<file path="config.mk">
export PLATFORM = sky130hd
export DESIGN_NAME = kmc_intr_ctrl
export DESIGN_NICKNAME = d
export VERILOG_FILES = /design/src/rtl/kmc_intr_ctrl.sv
export SDC_FILE = /design/constraint.sdc
export NUM_CORES = 1
export LEC_CHECK = 0
export ABC_AREA = 1
export BUFFER_PORTS_ARGS = -buffer_cell sky130_fd_sc_hd__buf_2
export CAP_MARGIN = 20
export CORE_ASPECT_RATIO = 1.5
export CORE_MARGIN = 2
export CORE_UTILIZATION = 30
export CTS_CLUSTER_SIZE = 10
export DETAILED_ROUTE_END_ITERATION = 16
export SLEW_MARGIN = 20
export SYNTH_ARGS = -nofsm -noshare
export SYNTH_HDL_FRONTEND = slang
export SYNTH_SLANG_ARGS = --single-unit
</file>
<file path="constraint.sdc">
create_clock -name clk -period 2.2 [get_ports clk]
set_input_delay 0.55 -clock clk [delete_from_list [all_inputs] [get_ports clk]]
set_output_delay 0.55 -clock clk [all_outputs]
set_load 0.01 [all_outputs]
</file>
<file path="src/rtl/kmc_intr_ctrl.sv">
// KMC11 interrupt sequencer: queues MISC-triggered requests, raises devINTR to the
// bus arbiter and answers each acknowledge with a one-cycle vector strobe.
module kmc_intr_ctrl #(
    parameter logic [15:0] VECT = 16'o000540,
    parameter int          GAP  = 2
) (
    input  logic        clk,
    input  logic        rst,
    input  logic        kmcINIT,
    input  logic        kmcSETIRQ,
    input  logic        kmcVECTXXX4,
    input  logic        devINTA,
    output logic        devINTR,
    output logic [15:0] devVECT,
    output logic        devVECTVLD,
    output logic        kmcIRQO,
    output logic        kmcIRQOVF
);

    // state | meaning
    // sIdle | no request outstanding, waiting for a queued entry
    // sReq  | devINTR asserted, waiting for devINTA
    // sVect | vector strobe cycle, head entry popped
    // sWait | enforced devINTR-low gap, gap counter running down
    typedef enum logic [1:0] {sIdle, sReq, sVect, sWait} state_t;

    localparam logic [3:0] GAP_LOAD = 4'(GAP);

    state_t     state;
    logic [1:0] fifo;       // fifo[0] is the oldest entry
    logic [1:0] cnt;
    logic [3:0] gapCnt;

    logic       push;
    logic       pop;
    logic [1:0] fifoNext;
    logic [1:0] cntNext;
    logic       ovfSet;

    assign push = kmcSETIRQ;
    assign pop  = (state == sVect) && (cnt != 2'd0);

    always_comb begin
        fifoNext = fifo;
        cntNext  = cnt;
        ovfSet   = 1'b0;
        case ({push, pop})
            2'b10: begin
                if (cnt == 2'd2) begin
                    ovfSet = 1'b1;
                end else begin
                    if (cnt == 2'd0) fifoNext[0] = kmcVECTXXX4;
                    else             fifoNext[1] = kmcVECTXXX4;
                    cntNext = cnt + 2'd1;
                end
            end
            2'b01: begin
                fifoNext[0] = fifo[1];
                cntNext     = cnt - 2'd1;
            end
            2'b11: begin
                // simultaneous push/pop keeps the count; the new entry lands behind any survivor
                if (cnt == 2'd2) begin
                    fifoNext[0] = fifo[1];
                    fifoNext[1] = kmcVECTXXX4;
                end else begin
                    fifoNext[0] = kmcVECTXXX4;
                end
            end
            default: ;
        endcase
    end

    always_ff @(posedge clk or posedge rst) begin
        if (rst) begin
            state      <= sIdle;
            fifo       <= 2'b00;
            cnt        <= 2'd0;
            gapCnt     <= 4'd0;
            devINTR    <= 1'b0;
            devVECT    <= 16'd0;
            devVECTVLD <= 1'b0;
            kmcIRQO    <= 1'b0;
            kmcIRQOVF  <= 1'b0;
        end else if (kmcINIT) begin
            state      <= sIdle;
            fifo       <= 2'b00;
            cnt        <= 2'd0;
            gapCnt     <= 4'd0;
            devINTR    <= 1'b0;
            devVECT    <= 16'd0;
            devVECTVLD <= 1'b0;
            kmcIRQO    <= 1'b0;
            kmcIRQOVF  <= 1'b0;
        end else begin
            fifo    <= fifoNext;
            cnt     <= cntNext;
            kmcIRQO <= (cntNext != 2'd0);
            if (ovfSet) kmcIRQOVF <= 1'b1;

            case (state)
                sIdle: begin
                    if (cntNext != 2'd0) begin
                        state   <= sReq;
                        devINTR <= 1'b1;
                    end
                end
                sReq: begin
                    if (devINTA) begin
                        state      <= sVect;
                        devINTR    <= 1'b0;
                        devVECTVLD <= 1'b1;
                        devVECT    <= VECT | {13'd0, fifo[0], 2'b00};
                    end
                end
                sVect: begin
                    devVECTVLD <= 1'b0;
                    devVECT    <= 16'd0;
                    gapCnt     <= GAP_LOAD;
                    state      <= sWait;
                end
                sWait: begin
                    gapCnt <= gapCnt - 4'd1;
                    // terminal count folds the idle decision in, so devINTR is low GAP+1 cycles
                    if (gapCnt == 4'd1) begin
                        if (cntNext != 2'd0) begin
                            state   <= sReq;
                            devINTR <= 1'b1;
                        end else begin
                            state <= sIdle;
                        end
                    end
                end
                default: state <= sIdle;
            endcase
        end
    end

endmodule
</file>
* Word-level counts from Yosys, hierarchy flattened *
Cells that the tools add are included.

operators by class
  reduce and logical (&&, ||, !) cells = 16
  mux-type cells = 35
  shift-type cells = 0
  equal/unequal tests = 15
  bitwise operators = 0
  add/sub/neg operators = 3
  $mul = 0
  divide/modulo/power cells = 0
  $lt $le $gt $ge = 0

operators by type and width
  kind                   count
  $mux W16               2
  $pmux W16 S2           1
  $ne A3 B3 Y1 const B   7
  $mux W1                16
  $mux W2                8
  $eq A2 B2 Y1 const B   5
  $reduce_and A3 Y1      3
  $reduce_bool A3 Y1     3
  $pmux W2 S4            1
  $pmux W4 S2            1
  $reduce_bool A4 Y1     2
  $pmux W1 S3            2
  $reduce_bool A2 Y1     3
  $eq A2 B1 Y1 const B   2
  $eq A4 B1 Y1 const B   1
  $logic_not A2 Y1       2
  $mux W4                1
  $pmux W1 S2            2
  $pmux W2 S2            1
  $reduce_and A4 Y1      1
  $sub A4 B1 Y4 const B  1
  $add A2 B1 Y2 const B  1
  $reduce_and A2 Y1      1
  $sub A2 B1 Y2 const B  1
  $logic_and A1 B1 Y1    1

word-level totals
  bits in read-only memories = 0
  bits in writable memories = 0
  memories kept = 0
  latch bits = 0
  register bits after elaboration = 30

* Logic depth before layout (Yosys ltp) *
Gate-level depths: netlist of the first run.

  depth in word-level cells = 9
  depth in mapped cells = 15

* Worst setup path after synthesis of the first run *
Ideal clock, no wire load.

  path kind = reg2reg
  start = register state[0]
  end = register state[0]
  stages on the path, launching flop included = 15
  slack = 0.408 ns
  arrival time = 1.675 ns
  required time = 2.083 ns
  cells stage by stage = dfrtp_1 > inv_1 > ha_1 > inv_1 > nor2_1 > inv_1 > ha_1 > nand2_1 > nand3_1 > nand2_1 > nand2_2 > nand2_1 > nand2_2 > nand3_1 > nand2_1

on the way
  cells in the longest elaborated chain, start to end = 9
  elaborated cells between the ends (all ways) = 17

RTL lines
  what                                                 RTL line  source
  start: declaration                                   29        state_t state;
  start signal: assignment                             76        state <= sIdle;
  start signal: assignment                             86        state <= sIdle;
  start signal: assignment                             104       state <= sReq;
  $eq A2 B2 Y1                                         41, 101
  $logic_and A1 B1 Y1                                  41        assign pop = (state == sVect) && (cnt != 2'd0);
  $eq A2 B1 Y1 / $eq A2 B2 Y1 (equally long branches)  47        case ({push, pop})
  $pmux W2 S2                                          47
  $reduce_bool A2 Y1                                   103, 126
  $mux W1                                              126       if (cntNext != 2'd0) begin
  $mux W2                                              125       if (gapCnt == 4'd1) begin
  $pmux W2 S4                                          101       case (state)
  $mux W2                                              85        end else if (kmcINIT) begin

Several ways; a longest one is shown, not always the timed one. The select of a mux whose other input is x is not followed.
A chain may end at the register's enable or synchronous reset.

* Final worst setup path of the first run *
Ends and elaborated chain as after synthesis.

==> results of run 1 <==
-- logic make-up after synthesis --
group,count (synthesis)
adders and majority gates,13
DFF,15
AOI/OAI and AO/OA,21
and+or+nand+nor,52
xor gates and xnor gates,2
buffers and inverters,42
other,1
-- cell usage after synthesis --
| master | instances |
|---|---|
| inv_1 | 24 |
| buf_6 | 1 |
| o21ai_0 | 10 |
| nor2_1 | 10 |
| o22ai_1 | 3 |
| a211oi_1 | 1 |
| buf_4 | 15 |
| nand3b_1 | 1 |
| a21oi_2 | 1 |
| nor2_4 | 1 |
| conb_1 | 1 |
| nand2_2 | 3 |
| ha_1 | 13 |
| dfrtp_1 | 15 |
| o211ai_1 | 1 |
| nand2_1 | 26 |
| xor2_1 | 1 |
| xnor2_1 | 1 |
| inv_2 | 2 |
| a21oi_1 | 5 |
| nand3_1 | 11 |
-- cell usage in the layout (no fill, tap or decap), types with 2 or more instances in the layout --
| master | synthesis | routed |
|---|---|---|
| a21oi_1 | 5 | 5 |
| conb_1 | 1 | 12 |
| ha_1 | 13 | 13 |
| nand2_2 | 3 | 3 |
| nor2_1 | 10 | 9 |
| clkbuf_8 | 0 | 3 |
| nand3_1 | 11 | 11 |
| buf_2 | 0 | 13 |
| inv_1 | 24 | 24 |
| inv_2 | 2 | 2 |
| o21ai_0 | 10 | 10 |
| dfrtp_1 | 15 | 15 |
| o22ai_1 | 3 | 3 |
| nand2_1 | 26 | 26 |
-- final timing paths --
check | start | endpoint | slack (ns)
hold / removal | rst | fifo[1] | 0.36
setup reg to reg | state[0] | state[0] | 0.28
setup / recovery | state[0] | state[0] | 0.28
max in group asynchronous | rst | state[0] | 1.46
hold reg to reg | kmcIRQOVF | kmcIRQOVF | 0.49
min in group clk | kmcIRQOVF | kmcIRQOVF | 0.49
-- layer usage --
layer,track usage [%],vias up,share of wire [%]
li1,-,453,-
met1,10.9,391,40
met2,18.8,21,55
met3,0.564,2,3.7
met4,3.75,0,1.2
met5,0,-,0
-- per-stage QoR --
step | cells | total power (W) | hold WS (ns) | area [µm²] | worst slack, ns
after CTS | 201 | 0.00115 | 0.385 | 1210 | 0.205
after detailed placement | 197 | 0.000924 | 0.473 | 1160 | 0.217
after global placement | 197 | 0.000920 | 0.467 | 1160 | 0.274
after floorplan | 157 | 0.000832 | 0.447 | 1170 | 0.408
final | 201 | 0.00113 | 0.357 | 1210 | 0.279
after global routing | 201 | 0.00125 | 0.417 | 1210 | 0.0633
-- power groups by stage --
stage | clock (W) | sequential (W) | combinational (W)
5_1_grt | 0.000239 | 0.000405 | 0.000611
4_1_cts | 0.000229 | 0.000395 | 0.000527
3_3_place_gp | 0 | 0.000397 | 0.000523
3_5_place_dp | 0 | 0.000399 | 0.000525
2_1_floorplan | 0 | 0.000406 | 0.000427
6_report | 0.000220 | 0.000393 | 0.000521
-- cell type report --
class / instances / area (µm²)
clock buffers: 4 / 45.0
fillers: 424 / 2440
inverters: 26 / 97.6
multi-input cells: 100 / 573
flip-flops and latches: 15 / 375
well taps: 43 / 53.8
repair buffers: 13 / 65.1
-- sequential cells by signal, indices dropped and copies added, names as in the netlist --
name	count
cnt	2
devINTR	1
devVECT	2
fifo	2
gapCnt	4
kmcIRQO	1
kmcIRQOVF	1
state	2
-- what timing repair did --
item / 4_1_cts / 5_1_grt
endpoints found under the setup margin: 0 / 1
resized for setup: 0 / 1
hold endpoints to repair: 0 / 0
-- worst reg2reg max path, cell delays in order, from the launching register on --
cell,delay [ns]
dfrtp_1,0.42
inv_1,0.13
ha_1,0.18
inv_1,0.06
nor2_2,0.12
inv_1,0.06
ha_1,0.25
nand2_1,0.09
nand3_1,0.07
nand2_1,0.11
nand2_2,0.07
nand2_1,0.07
nand2_2,0.06
nand3_1,0.07
nand2_1,0.05
==> run_results.csv, run 1 <==
group,metric,value,unit
routing,first_iter_violations,18,
synthesis,synth-seq-cells,15,
worst_setup_path,cp.buffers_inverters,3,
clocking,cts-buffers-inserted,3,
synthesis,synth-compound-area-share,10.4,%
sta,setup_viol,0,
clocking,post-cts-setup-buffers,0,
synthesis,muxShareOfSynthArea,0,%
status,status,"finished clean",
power_and_ir_drop,vdd.ir_drop.worst,0.412,mV
routing,wirelength,1920,µm
grt,grt_max_degree,16,
power_and_ir_drop,leakage,0.651,nW
routing,ant_nets,0,
power_and_ir_drop,combPwrFrac,46.0,%
placed_design,place_congestion,0.807,
clocking,cts_tree,"yes",
sta,min_period,1.92,ns
synthesis,synth_cell_types,21,
floorplan,rows,27,
power_and_ir_drop,p_switching,0.000464,W
synthesis,yosys.area.top_type,"dfrtp_1",
floorplan,die_area,4270,µm²
grt,grt_pass1_wl,3240,µm
routing,avgViaCountPerCell,4.31,
synthesis,synth_top_family_by_area,"simple AND/OR/NAND/NOR gates",
clocking,numClockSinks,15,
synthesis,syn_inst,146,
floorplan,die_w,54.0,µm
sta,tns,0,ns
clocking,htree_levels,1,
worst_setup_path,critical-path-max-stage-delay,0.42,ns
sta,max_slew_margin,60.9,%
power_and_ir_drop,p_seq_share,34.6,%
worst_setup_path,crit_type,"reg -> reg",
synthesis,yosysWarningCount,0,
worst_setup_path,path_delay_family,"simple AND/OR/NAND/NOR gates",
worst_setup_path,critPathRequiredTime,2.33,ns
synthesis,synth_fa_ha_area_share,14.4,%
power_and_ir_drop,p_int,0.000670,W
sta,tightest_slew,0.586,ns
routing,vias,867,
floorplan,start_util,30.9,%
sta,fin_crit_sh,87.3,%
grt,grt_usage,9.93,%
clocking,ctsHoldBuffers,0,
synthesis,syn_area_per_cell,7.71,µm²
synthesis,yosys.area_share.simple,20.2,%
synthesis,yosysTopAreaCellShare,33.3,%
finish,finish.utilization,33.2,%
floorplan,core,3650,µm²
routing,dr.pass1.iters,4,
grt,grt-ovfl-total,0,
flow_run,max_cap_viol_count,0,
sta,hold_viol_final,0,
worst_setup_path,crit_cells,14,
power_and_ir_drop,switching_share,40.9,%
synthesis,synth_xor_area_share,1.56,%
finish,final_nets,178,
sta,worst_clock_skew,0.00319,ns
placed_design,hpwl,1620,µm
synthesis,ys_seq_area_share,33.3,%
grt,grt_pass1_vias,790,
grt,antenna_found_initial,0,
worst_setup_path,startpoint_type,"register",
power_and_ir_drop,clock_power_share,19.4,%
synthesis,synth_area_leaders,"dfrtp_1 (33%), ha_1 (14%), buf_4 (10%), nand2_1 (8.7%), inv_1 (8.0%)",
clocking,ctsRootBufferMaster,"clkbuf_8",
routing,drc,0,
finish,diodes,0,
worst_setup_path,critical_path.max_fanout,7,
worst_setup_path,worstPathCellList,"inv_1 -> ha_1 -> inv_1 -> nor2_2 -> inv_1 -> ha_1 -> nand2_1 -> nand3_1 -> nand2_1 -> nand2_2 -> nand2_1 -> nand2_2 -> nand3_1 -> nand2_1",
finish,drive_above_1_share,15.2,%
worst_setup_path,timing.critical_path.mode_cell,"nand2_1",
sta,rsz0062_at_grt,"false",
clocking,clk_pin_slew_worst_paths,0.06,ns
finish,area_growth,7.44,%
clocking,clk_path_buf_depth,2,
sta,max_freq,0.521,GHz
floorplan,pin_count,26,
floorplan,die_h,79.0,µm
hold_path,hold_path.class,"in -> async",
routing,wl_per_cell,9.57,µm
sta,slew_violations,0,
worst_setup_path,cp_slowest_cell,"dfrtp_1",
worst_setup_path,cp-end-kind,"register",
worst_setup_path,crit_arrival,2.05,ns
power_and_ir_drop,p_per_area,937,nW/µm²
clocking,clock_latency,0.24,ns
worst_setup_path,worstRegToRegCells,14,
synthesis,synth_area,1130,µm²
placed_design,io_buffers,13,
Power figures use the tool's default switching activity.
==> run 2, diff against run 1 <==
- CORE_MARGIN: 2 -> 10
==> run 2 against run 1 <==
First-iteration DRC count increased by 44%. Final cell count unchanged. Via count rose by 1.2%. Design area did not move. Sequential power barely moved. Global-route usage fell by 2.9 points. Critical endpoint unchanged. Power is 1.3% higher. Worst hold slack about the same. Fmax is 1.1% higher. Utilization unchanged. Combinational power increased by 1%. Critical path depth did not move.
==> run_results.csv, run 2 (synthesized netlist as in run 1, its figures left out) <==
group,metric,value,unit
routing,drc,0,
clocking,numClockSinks,15,
worst_setup_path,crit_arrival,2.04,ns
grt,grt_usage,7.04,%
routing,ant_nets,0,
hold_path,hold_path.class,"in -> async",
sta,max_slew_margin,59.9,%
finish,multi_input_area,573,µm²
sta,hold_viol_final,0,
finish,mostFrequentLayoutCell,"nand2_1",
clocking,htree_levels,1,
floorplan,pin_count,26,
finish,final_nets,178,
worst_setup_path,cp_slowest_cell,"dfrtp_1",
worst_setup_path,critPathRequiredTime,2.34,ns
finish,area_growth,7.44,%
sta,worst_clock_skew,0.00155,ns
finish,fillCellCount,407,
clocking,cts-buffers-inserted,3,
routing,dr.pass1.iters,3,
sta,slew_violations,0,
sta,tns,0,ns
worst_setup_path,rr_startpoint,"state[0]",
floorplan,die_area,6650,µm²
worst_setup_path,critical_path.max_fanout,7,
worst_setup_path,worstRegToRegCells,14,
finish,diodes,0,
routing,wirelength,2170,µm
floorplan,core,3650,µm²
power_and_ir_drop,p_per_area,949,nW/µm²
routing,wl_per_cell,10.8,µm
clocking,clk_path_buf_depth,2,
worst_setup_path,r2r_end,"state[0]",
routing,avgViaCountPerCell,4.36,
clocking,clock_latency,0.25,ns
worst_setup_path,worstPathCellList,"inv_2 -> ha_1 -> inv_1 -> nor2_2 -> inv_1 -> ha_1 -> nand2_1 -> nand3_1 -> nand2_2 -> nand2_2 -> nand2_1 -> nand2_2 -> nand3_1 -> nand2_1",
worst_setup_path,cp-end-kind,"register",
worst_setup_path,regToRegSetupSlack,0.30,ns
grt,antenna_found_initial,0,
power_and_ir_drop,leakage,0.651,nW
floorplan,die_w,70.0,µm
placed_design,place_congestion,0.792,
placed_design,io_buffers,13,
grt,grt_pass1_wl,3880,µm
grt,grt_max_degree,16,
grt,grt-ovfl-total,0,
clocking,post-cts-setup-buffers,0,
sta,fin_crit_sh,86.3,%
finish,drive_above_1_share,15.8,%
sta,min_period,1.90,ns
grt,grt_pass1_vias,900,
worst_setup_path,critical-path-max-stage-delay,0.43,ns
routing,vias,877,
clocking,ctsRootBufferMaster,"clkbuf_8",
sta,tightest_slew,0.601,ns
finish,regMostFlops,"gapCnt",
finish,largest_reg_flops,4,
sta,setup_viol,0,
flow_run,max_cap_viol_count,0,
worst_setup_path,startpoint_type,"register",
placed_design,place_area,1160,µm²
placed_design,hpwl,1810,µm
floorplan,rows,27,
sta,max_freq,0.527,GHz
routing,first_iter_violations,26,
worst_setup_path,crit_type,"reg -> reg",
finish,layout_common_cells,"nand2_1 (26), inv_1 (23), dfrtp_1 (15)",
status,status,"finished clean",
clocking,clk_pin_slew_worst_paths,0.06,ns
floorplan,start_util,30.9,%
power_and_ir_drop,vdd.ir_drop.worst,0.434,mV
sta,rsz0062_at_grt,"false",
floorplan,die_h,95.0,µm
finish,seqCellArea,375,µm²
clocking,cts_tree,"yes",
finish,fin_area,1210,µm²
[run 2: cell counts in the layout (fill, tap and decap cells not counted)]
Identical to the previous run, type by type.
[run 2: cell type report]
class | count | area share, %
sequential | 15 | 31.0
clock buffer | 4 | 3.72
tap | 43 | 4.45
multi-input combinational | 100 | 47.4
timing repair buffer | 13 | 5.38
inverter | 26 | 8.07
[run 2: routing by layer]
layer | GRT usage (%) | up-vias | wire length [µm]
met5 | 0 | - | 0
met4 | 4.95 | 0 | 76
met3 | 2.39 | 5 | 192
met2 | 12.5 | 22 | 1110
met1 | 6.72 | 396 | 795
li1 | - | 454 | -
[run 2: worst max path at each step]
stage,from,to,slack (ns),cells past startpoint
after CTS,state[0],state[0],0.20,14
after detailed placement,state[0],state[0],0.22,14
final,state[0],state[0],0.30,14
after global routing,state[0],state[0],0.05,14
after floorplan,state[0],state[0],0.41,14
after global placement,state[0],state[0],0.27,14
[run 2: critical path: cells and delay by family, from the launching register on]
kind / cells / cell delay, ns
adder cells (fa/ha/maj): 2 / 0.41
buffers and inverters: 3 / 0.22
flip-flops: 1 / 0.43
AND/OR/NAND/NOR: 9 / 0.72
[run 2: per-stage QoR]
stage          hold WS, ns  total power, W  util, %  std cells  setup WS, ns
2_1_floorplan        0.447        0.000832        -        157         0.408
3_3_place_gp         0.467        0.000925     31.9        197         0.273
3_5_place_dp         0.487        0.000926     31.9        197         0.216
4_1_cts              0.385         0.00116     33.1        201         0.203
5_1_grt              0.415         0.00127     33.2        201        0.0516
6_report             0.357         0.00115     33.2        201         0.301
[run 2: where the power goes]
part	internal (W)	switching (W)
Clock	0.000129	0.0000997
Combinational	0.000198	0.000328
Sequential	0.000345	0.0000486
[run 2: repair_timing]
item	in CTS	in global routing
hold endpoints to repair	0	0
setup endpoints to repair	0	2
gates resized for setup	0	2
hold buffers	0	0
==> run 3, diff against run 2 <==
- ABC_AREA: 1 -> unset
- ABC_CLOCK_PERIOD_IN_PS: unset -> 2200
- CTS_BUF_LIST: unset -> sky130_fd_sc_hd__clkbuf_16
==> run 3 against run 2 <==
Design area increased by 21%. Power increased by 31%. Routed wire length increased by 37%. Utilization increased by 6.1 points. Worst setup slack got worse by 0.25 ns. Flip-flop and latch count unchanged. First-iteration DRC count increased by 38%. Clock power increased by 59%. Critical endpoint unchanged. Largest power group unchanged.
==> run_results.csv, run 3 <==
group,metric,value,unit
status,status,"finished clean",
worst_setup_path,r2r_end,"state[0]",
floorplan,die_h,96.6,µm
hold_path,hold_path.class,"in -> async",
floorplan,die_area,6870,µm²
clocking,cts_tree,"yes",
grt,grt_pass1_vias,1031,
worst_setup_path,critPathRequiredTime,2.32,ns
power_and_ir_drop,vdd.ir_drop.worst,0.654,mV
worst_setup_path,rr_startpoint,"state[0]",
routing,wirelength,2980,µm
placed_design,place_congestion,0.874,
clocking,htree_levels,1,
routing,dr.pass1.iters,4,
synthesis,yosysMostFrequentCell,"buf_4",
worst_setup_path,regToRegSetupSlack,0.05,ns
worst_setup_path,crit_type,"reg -> reg",
worst_setup_path,worstRegToRegCells,9,
finish,drive_above_1_share,27.3,%
finish,finish.utilization,39.3,%
synthesis,synth_area,1170,µm²
routing,first_iter_violations,36,
grt,grt_pass1_wl,4610,µm
clocking,cts-buffers-inserted,3,
synthesis,async_flop_share,100,%
finish,fillCellCount,396,
clocking,ctsHoldBuffers,0,
grt,antenna_found_initial,0,
grt,grt_usage,7.88,%
flow_run,max_cap_viol_count,0,
power_and_ir_drop,leakage,0.696,nW
synthesis,syn_area_per_cell,8.97,µm²
finish,layout_common_cells,"nor2_1 (14), dfrtp_1 (14), buf_2 (13), buf_4 (13)",
sta,max_slew_margin,58.1,%
finish,final_nets,174,
finish,area_growth,24.3,%
synthesis,synth_area_leaders,"dfrtp_1 (32%), ha_1 (14%), buf_4 (10%), nor2_1 (4.5%), inv_1 (3.8%)",
worst_setup_path,cp-end-kind,"register",
clocking,clk_path_buf_depth,2,
synthesis,yosysTopAreaCellShare,31.9,%
sta,tns,0,ns
finish,largest_reg_flops,4,
clocking,clk_pin_slew_worst_paths,0.05,ns
synthesis,yosysWarningCount,0,
clocking,numClockSinks,15,
worst_setup_path,startpoint_type,"register",
power_and_ir_drop,p_per_area,1030,nW/µm²
synthesis,synth_cell_types,37,
sta,fin_crit_sh,97.6,%
sta,setup_viol,0,
synthesis,yosys.area.top_type,"dfrtp_1",
routing,avgViaCountPerCell,5.11,
routing,drc,0,
floorplan,rows,27,
synthesis,ys_seq_area_share,31.9,%
sta,tightest_slew,0.627,ns
synthesis,synth-edff-count,0,
clocking,clock_latency,0.25,ns
grt,grt-ovfl-total,0,
clocking,ctsRootBufferMaster,"clkbuf_16",
worst_setup_path,critical_path.max_fanout,3,
floorplan,die_w,71.1,µm
grt,grt_max_degree,16,
finish,diodes,0,
synthesis,synth_common_cells,"buf_4 (16), dfrtp_1 (15), nor2_1 (14)",
sta,min_period,2.15,ns
finish,regMostFlops,"gapCnt",
sta,max_freq,0.466,GHz
floorplan,start_util,31.6,%
worst_setup_path,crit_arrival,2.26,ns
placed_design,io_buffers,13,
placed_design,hpwl,2230,µm
floorplan,core,3720,µm²
routing,vias,1006,
synthesis,synth-seq-cells,15,
synthesis,syn_inst,131,
routing,ant_nets,0,
sta,worst_clock_skew,0.00109,ns
synthesis,synthFlopType,"dfrtp_1",
sta,slew_violations,0,
routing,wl_per_cell,15.1,µm
floorplan,pin_count,26,
sta,hold_viol_final,0,
==> run 3: report_power, final <==
part / switching [W] / total (W) / internal (W) / leakage (nW)
registers: 0.0000517 / 0.000395 / 0.000343 / 0.200
logic: 0.000408 / 0.000742 / 0.000334 / 0.455
clock network: 0.000120 / 0.000363 / 0.000243 / 0.0409
total: 0.000580 / 0.00150 / 0.000920 / 0.696
==> run 3: layout make-up <==
cell class / count / area (µm²) / area share [%]
Multi-Input combinational cell: 96 / 731 / 50.0
Tap cell: 43 / 53.8 / 3.68
Sequential cell: 15 / 377 / 25.8
Timing Repair Buffer: 27 / 174 / 11.9
Inverter: 12 / 45.0 / 3.08
Clock buffer: 3 / 75.1 / 5.14
Clock inverter: 1 / 5.00 / 0.343
==> run 3: cells by family after synthesis <==
| logic type | count (synthesis) | synth area share (%) |
|---|---|---|
| AO/OA/AOI/OAI | 36 | 21.8 |
| XOR/XNOR | 1 | 0.746 |
| adder cells (fa/ha/maj) | 13 | 13.8 |
| buffers and inverters | 31 | 15.0 |
| flip-flops | 15 | 31.9 |
| multiplexers | 2 | 1.70 |
| other | 1 | 0.319 |
| AND/OR/NAND/NOR | 32 | 14.6 |
==> run 3: per-layer routing <==
metal  vias up  share of wire, %  GRT usage, %
li1        480                 -             -
met1       492                36          7.21
met2        26                57          15.4
met3         8               4.7          1.94
met4         0               2.1          3.27
met5         -                 0             0
==> run 3: how the worst max path moves through the flow <==
stage	from	end	slack, ns	depth (start not counted)
after floorplan	state[0]	state[0]	0.007	8
after global placement	state[1]	state[0]	0.09	7
after detailed placement	state[0]	state[0]	-0.01	8
after CTS	cnt[0]	state[1]	0.03	8
after global routing	state[0]	state[0]	-0.03	9
final	state[0]	state[0]	0.05	9
==> run 3: metrics by stage <==
step / hold slack (ns) / instance area, µm² / power, W / setup slack, ns / cells
after floorplan: 0.451 / 1220 / 0.000866 / 0.00734 / 142
after global placement: 0.477 / 1290 / 0.00103 / 0.0891 / 190
after detailed placement: 0.509 / 1290 / 0.00105 / -0.0123 / 190
after CTS: 0.395 / 1380 / 0.00143 / 0.0262 / 194
after global routing: 0.425 / 1460 / 0.00160 / -0.0270 / 197
final: 0.376 / 1460 / 0.00150 / 0.0537 / 197
==> run 3: timing repair <==
action,in CTS,in global routing
pin swaps,0,4
endpoints found under the setup margin,1,4
gates resized for setup,2,12
buffers inserted,0,3
==> run 3: worst max-delay path, stage by stage, from the launching register on <==
cell and delay [ns]:
dfrtp_1 0.38, inv_1 0.10, ha_1 0.21, nor2b_4 0.21
inv_1 0.07, ha_2 0.20, nor4bb_4 0.32, a2111oi_2 0.09
o311ai_2 0.34, o41ai_2 0.12
